[config.mk]
export PLATFORM = sky130hd
export DESIGN_NAME = pipeline_ctrl
export DESIGN_NICKNAME = d
export VERILOG_FILES = /design/src/rtl/mux_types_pkg.sv /design/src/rtl/pipeline_ctrl_hazard_detect.sv /design/src/rtl/pipeline_ctrl.sv
export SDC_FILE = /design/constraint.sdc
export NUM_CORES = 1
export LEC_CHECK = 0
export CORE_MARGIN = 1
export CORE_UTILIZATION = 26
export DETAILED_ROUTE_END_ITERATION = 8
export GPL_TIMING_DRIVEN = 0
export HOLD_SLACK_MARGIN = 0.12
export MAX_ROUTING_LAYER = met4
export PLACE_DENSITY_LB_ADDON = 0.2
export SYNTH_ARGS = -nofsm -noshare
export SYNTH_HDL_FRONTEND = slang
export SYNTH_SLANG_ARGS = --single-unit
[constraint.sdc]
create_clock -name CLK -period 2.75 [get_ports CLK]
set_input_delay 0.825 -clock CLK [delete_from_list [all_inputs] [get_ports CLK]]
set_output_delay 0.825 -clock CLK [all_outputs]
set_load 0.01 [all_outputs]
[src/rtl/mux_types_pkg.sv]
// Shared types for the pipeline controller: FSM state encoding and the
// bit positions of the four pipeline registers in stage_EN / stage_flush.
package mux_types_pkg;

    typedef enum logic [1:0] {
        RUN     = 2'd0,
        MEMWAIT = 2'd1,
        HALT    = 2'd2
    } pctrl_state_t;

    localparam int FD = 0;
    localparam int DX = 1;
    localparam int XM = 2;
    localparam int MW = 3;

    localparam logic [31:0] CNT_MAX = 32'hFFFF_FFFF;

endpackage

[src/rtl/pipeline_ctrl_hazard_detect.sv]
// Load-use detector: the ID/EX load writes a register the IF/ID instruction reads.
// Register 0 is hard-wired, so a write to it never creates a dependency.
module hazard_detect (
    input  logic       dx_dREN,
    input  logic [4:0] dx_wsel,
    input  logic [4:0] fd_rs,
    input  logic [4:0] fd_rt,
    output logic       load_use
);

    logic w_nonzero;
    logic w_match;

    assign w_nonzero = (dx_wsel != 5'd0);
    assign w_match   = (dx_wsel == fd_rs) || (dx_wsel == fd_rt);
    assign load_use  = dx_dREN && w_nonzero && w_match;

endmodule

[src/rtl/pipeline_ctrl.sv]
// Five-stage pipeline stall/flush controller (RUN / MEMWAIT / HALT).
// Define PIPELINE_CTRL_PERF_CNT_EN to build the stall and branch-flush counters.
module pipeline_ctrl
    import mux_types_pkg::*;
(
    input  logic        CLK,
    input  logic        nRST,
    input  logic        ihit,
    input  logic        dhit,
    input  logic        xm_dREN,
    input  logic        xm_dWEN,
    input  logic        dx_dREN,
    input  logic [4:0]  dx_wsel,
    input  logic [4:0]  fd_rs,
    input  logic [4:0]  fd_rt,
    input  logic        branch_taken,
    input  logic        mw_halt,
    output logic        pc_EN,
    output logic [3:0]  stage_EN,
    output logic [3:0]  stage_flush,
    output logic        halted,
    output logic [31:0] stall_cycles,
    output logic [31:0] flush_events
);

    pctrl_state_t r_state;
    pctrl_state_t w_next;
    logic         w_dreq;
    logic         w_load_use;
    logic         w_flush_evt;

    assign w_dreq = xm_dREN | xm_dWEN;

    hazard_detect u_hazard (
        .dx_dREN  (dx_dREN),
        .dx_wsel  (dx_wsel),
        .fd_rs    (fd_rs),
        .fd_rt    (fd_rt),
        .load_use (w_load_use)
    );

    always_ff @(posedge CLK or negedge nRST) begin
        if (!nRST) r_state <= RUN;
        else       r_state <= w_next;
    end

    // halted comes straight off the state flop, so it rises at the edge entering HALT.
    assign halted = (r_state == HALT);

    always_comb begin
        w_next      = r_state;
        pc_EN       = 1'b1;
        stage_EN    = 4'b1111;
        stage_flush = 4'b0000;
        w_flush_evt = 1'b0;
        if ((r_state == HALT) || (r_state == MEMWAIT && !dhit) || (r_state != RUN && r_state != MEMWAIT)) begin
            pc_EN    = 1'b0;
            stage_EN = 4'b0000;
        end else begin
            if (r_state == MEMWAIT) w_next = RUN;
            // The dreq row only applies in RUN; in MEMWAIT dhit is known high here.
            if (mw_halt) begin
                pc_EN    = 1'b0;
                stage_EN = 4'b0000;
                w_next   = HALT;
            end else if (r_state == RUN && w_dreq && !dhit) begin
                pc_EN    = 1'b0;
                stage_EN = 4'b0000;
                w_next   = MEMWAIT;
            end else if (branch_taken) begin
                stage_flush[FD] = 1'b1;
                stage_flush[DX] = 1'b1;
                w_flush_evt     = 1'b1;
            end else if (w_load_use || !ihit) begin
                pc_EN           = 1'b0;
                stage_EN[FD]    = 1'b0;
                stage_EN[DX]    = 1'b0;
                stage_flush[DX] = 1'b1;
            end
        end
    end

`ifdef PIPELINE_CTRL_PERF_CNT_EN
    logic [31:0] r_stall_cycles;
    logic [31:0] r_flush_events;

    always_ff @(posedge CLK or negedge nRST) begin
        if (!nRST) begin
            r_stall_cycles <= '0;
            r_flush_events <= '0;
        end else begin
            if (!pc_EN && r_state != HALT && r_stall_cycles != CNT_MAX)
                r_stall_cycles <= r_stall_cycles + 32'd1;
            if (w_flush_evt && r_flush_events != CNT_MAX)
                r_flush_events <= r_flush_events + 32'd1;
        end
    end

    assign stall_cycles = r_stall_cycles;
    assign flush_events = r_flush_events;
`else
    assign stall_cycles = '0;
    assign flush_events = '0;
`endif

endmodule

# Yosys cells after proc, flatten, opt, wreduce, memory -nomap -nowiden
# Cells that the tools add are included.
# Widths: inputs -> output; s select.
word_totals:
  register_bits: 2
  word_cells: 45
classes:
  eq_ne: 5
  n_mux: 20
  bitwise_logic: 2
  n_reduce_logical: 17
op_table:
  columns: ["cell", "count"]
  rows:
  - ["$mux 2", 10]
  - ["$eq 5x5->1", 2]
  - ["$mux 1", 8]
  - ["$mux 4", 2]
  - ["$logic_and 1x1->1", 6]
  - ["$reduce_bool 5->1", 1]
  - ["$logic_or 1x1->1", 4]
  - ["$reduce_bool 3->1", 1]
  - ["$eq 2x1->1 const B", 1]
  - ["$eq 2x2->1 const B", 1]
  - ["$logic_not 1->1", 2]
  - ["$logic_not 2->1", 1]
  - ["$ne 2x1->1 const B", 1]
  - ["$reduce_and 2->1", 1]
  - ["$reduce_bool 2->1", 1]
  - ["$not 1->1", 1]
  - ["$or 1x1->1", 1]

# Longest topological paths before layout
logic_depth:
  depth_word: 9
  mapped_depth: 6
  mapped_depth_nobuf: 5

# Modules after synthesis
# A second synthesis with hierarchy kept.
unflattened:
  cells_unflattened: 106
  hier_area_um2: 790.8
by_module_without_submodules:
  columns: ["mod", "instances", "cells_each", "area_each_um2", "seq_area_each_um2"]
  rows:
  - ["pipeline_ctrl", 1, 89, 665.6, 50.0]
  - ["hazard_detect", 1, 17, 125.1, 0.0]

# Worst setup path before layout
# Ideal clock, no wire load.
synth_timing:
  path_type: "input -> output"
  start: "input dx_wsel[1]"
  end: "output stage_EN[0]"
  arrival_ns: 2.001
  slack_ns: -0.076
  cell_stages: 5
  n_path_buf: 1
  path_cell_list: "or4_4 > o21ai_2 > nor2_1 > a21oi_1 > buf_4"
synth_between:
  elab_chain_len: 9
synth_rtl:
  columns: ["item", "line_no", "text"]
  rows:
  - ["start, declared", "pipeline_ctrl.sv:13", "input logic [4:0] dx_wsel,"]
  - ["$eq 5x5->1 or $reduce_bool 5->1 (tied branches)", "pipeline_ctrl_hazard_detect.sv:15, pipeline_ctrl_hazard_detect.sv:14", null]
  - ["$logic_or 1x1->1 or $logic_and 1x1->1 (tied branches)", "pipeline_ctrl_hazard_detect.sv:15, pipeline_ctrl_hazard_detect.sv:16", null]
  - ["$logic_and 1x1->1 *", "pipeline_ctrl_hazard_detect.sv:16", "assign load_use = dx_dREN && w_nonzero && w_match;"]
  - ["$logic_or 1x1->1 *", "pipeline_ctrl.sv:74", "end else if (w_load_use || !ihit) begin"]
  - ["$mux 2 *", "pipeline_ctrl.sv:74", null]
  - ["$mux 2 *", "pipeline_ctrl.sv:70", "end else if (branch_taken) begin"]
  - ["$mux 2 *", "pipeline_ctrl.sv:66", "end else if (r_state == RUN && w_dreq && !dhit) begin"]
  - ["$mux 4 *", "pipeline_ctrl.sv:62", "if (mw_halt) begin"]
  - ["$mux 4 *", "pipeline_ctrl.sv:56", "if ((r_state == HALT) || (r_state == MEMWAIT && !dhit) || (r_state != RUN && r_state != MEMWAIT)) begin"]
  - ["end, declared", "pipeline_ctrl.sv:19", "output logic [3:0] stage_EN,"]
# Every way passes the cells marked *; elsewhere a longest branch is shown, timed or not.

# Final worst setup path
layout_timing:
  start: "input dx_wsel[4]"
  end: "output stage_EN[0]"
# Same word-level chain as after synthesis.

==> impl_metrics.ini <==
[outcome]
outcome = complete, but fails checks
violations = DRC, setup timing

[logic_synthesis]
synthesis.area_um2 = 800
synth-edff-count = 0
synth_compound_area_frac = 0.0829
yosys_register_bits = 2
synth_flop_cell = dfrtp_1
yosys-top-cells-area = buf_4, xnor2_1, dfrtp_1
synth_top_family_by_area = buffers and inverters
synth_most_common_cell = buf_4
synthSimpleGateAreaFrac = 0.0736
synthMuxAreaShare = 0
seq_area_frac_synth = 0.0626
synth_common_cells = buf_4, xnor2_1, nor2_1
synth-adder-area-share = 0
async_flop_share = 1.00
yosysWarningCount = 0
avgSynthCellArea_um2 = 7.40
yosysTopAreaCellShare = 0.648
yosys.area_share.xor_xnor = 0.110
synth_cell_types = 19
synth_top_area_cell = buf_4
syn_inst = 108

[cells_and_area]
largest-register = r_state
nNetsFinal = 236
diodes = 0
layout-area-overhead-vs-synth_pct = 83.4
design_area_mm2 = 0.00147
fillers = 279
stdcell_count = 241
drive_gt1_frac = 0.448
reg_top3 = r_state x2
largest_reg_flops = 2

[timing]
whs_ps = 530
final_hold_viol_count = 0
fin_crit_sh = 1.05
setup_slack_ps = -142
fmaxAchievable_mhz = 346
timing.final.max_slew_violations = 0
setup_viol_count_final = 4
final.setup_skew_ps = 5.29
period_needed_ps = 2890
rsz0062_at_grt = yes

[die]
ioPinCount = 98
initial_core_util = 0.283
die_area_mm2 = 0.00330
die_h_um = 57.5
dieWidth_um = 57.5
rows = 19
core_area_mm2 = 0.00283

[pwr]
total_power_uw = 273
comb_power_share = 0.647
seqPwrFrac = 0.109
p_switching_uw = 94.7
p_int_uw = 179
ir_drop_mv = 0.0712
p_leak_nw = 0.938
p_clk_frac = 0.244
p_per_area_mw_per_mm2 = 186
swShare = 0.347

[setup_path]
slowest_stage = or4_4
worstPathBufferInverterCount = 3
r2r-end = r_state[0]$_DFFE_PN0P_
cp_data_required_time_ps = 1930
worstPathMaxFanout = 3
max_stage_delay_ps = 530
worstPathCellList = buf_8 > or4_4 > o21ai_4 > nor2_2 > a21oi_2 > buf_4 > buf_6
end_kind = output port
r2r_start = r_state[1]$_DFFE_PN0P_
crit_family = simple AND/OR/NAND/NOR gates
critical_path_depth = 7
endpoint = stage_EN[0]
r2r_slack_ps = 1940
ff2ff_path_depth = 3
arrival_ps = 2070
criticalPathCategory = input port to output port
startpoint_type = input port
crit_start = dx_wsel[4]

[cts]
clockRootBuffer = clkbuf_4
cts.sinks = 2
clkTransAtPathRegs_ps = 30
h-tree-depth = 1
clockBufferDepth = 2
numCtsBuffers = 3
cts_tree = yes
clk_latency_ps = 230
hold_buffers = 0

[place]
placed_area_mm2 = 0.00140
place_inst = 235
place_hpwl_mm = 1.50
portBuffers = 31
gp_routability_congestion = 0.732
place_ws_ps = -1010

[flow_run]
drv_cap = 0

[grt]
grt_pass1_wl_mm = 2.25
grt_overflow = 0
track_usage = 0.0917
antenna_found_initial = 0
grt_max_degree = 6
first_global_vias = 564

[detailed_routing]
dr.pass1.iters = 5
viasPerCell = 3.18
wl_per_cell_um = 7.01
drt_wl_total_mm = 1.69
vias = 766
drtIter0Drc = 16
drc_errors = 10
drtAntennaViolNets = 0

[min_path]
hold_path.class = flip-flop to flip-flop
min-delay-start = r_state[1]$_DFFE_PN0P_
worst min path at each step:
stage	end	slack [ps]	cells after the start
after floorplan	r_state[1]$_DFFE_PN0P_	450	2
after global placement	r_state[1]$_DFFE_PN0P_	470	2
after detailed placement	r_state[1]$_DFFE_PN0P_	500	2
after CTS	r_state[1]$_DFFE_PN0P_	530	2
after global routing	r_state[1]$_DFFE_PN0P_	560	2
final	r_state[1]$_DFFE_PN0P_	530	2
area by class of cell:
class	count	area, um^2	area share
inverters	4	16.3	0.0111
flip-flops and latches	2	50.0	0.0341
plain buffers	69	518	0.353
well taps	31	38.8	0.0265
clock buffers	3	22.5	0.0154
repair buffers	34	325	0.222
multi-input cells	98	495	0.338
through the flow:
stage	setup TNS, ps	utilization
2_1_floorplan	0	-
3_3_place_gp	-4720	0.494
3_5_place_dp	-4820	0.494
4_1_cts	-555	0.509
5_1_grt	-694	0.518
6_report	-497	0.518
cells in the final DEF (no fill, tap or decap), types with 3 or more instances in the layout:
master	instances
buf_2	4
buf_4	72
buf_6	3
clkbuf_4	3
clkdlybuf4s50_1	9
conb_1	66
dlygate4sd2_1	8
dlymetal6s2s_1	5
inv_1	3
nand2_1	3
xnor2_1	9
power groups by stage:
stage	logic, mW	registers [mW]	clock network (mW)
after global routing	0.191	0.0296	0.0720
after CTS	0.171	0.0297	0.0685
after detailed placement	0.170	0.0300	0
final	0.177	0.0297	0.0668
after global placement	0.169	0.0300	0
after floorplan	0.128	0.0300	0
metal layers:
metal | part of all wire | GRT usage | routed length [um] | vias up
met5 | 0 | - | 0 | -
met4 | 0.0089 | 0.0523 | 15 | 0
met3 | 0.15 | 0.0227 | 255 | 2
met2 | 0.53 | 0.178 | 900 | 64
met1 | 0.31 | 0.0780 | 518 | 293
li1 | - | - | - | 407
cell families (layout without fill, tap and decap cells):
logic type,Yosys count,in the layout
AO/OA/AOI/OAI,10,10
XOR/XNOR,10,10
buffers and inverters,73,110
flip-flops,2,2
other,1,66
AND/OR/NAND/NOR,12,12
tightest hold or removal path, cell delays in order (launching register included):
cell and delay (ps):
dfrtp_1 350, inv_1 80, nand2_1 60
timing repair:
item | 4_1_cts | 5_1_grt
resized for setup | 56 | 6
pin swaps | 9 | 12
buffers inserted | 2 | 1
setup endpoints to repair | 7 | 4
Power figures use the tool's default switching activity.
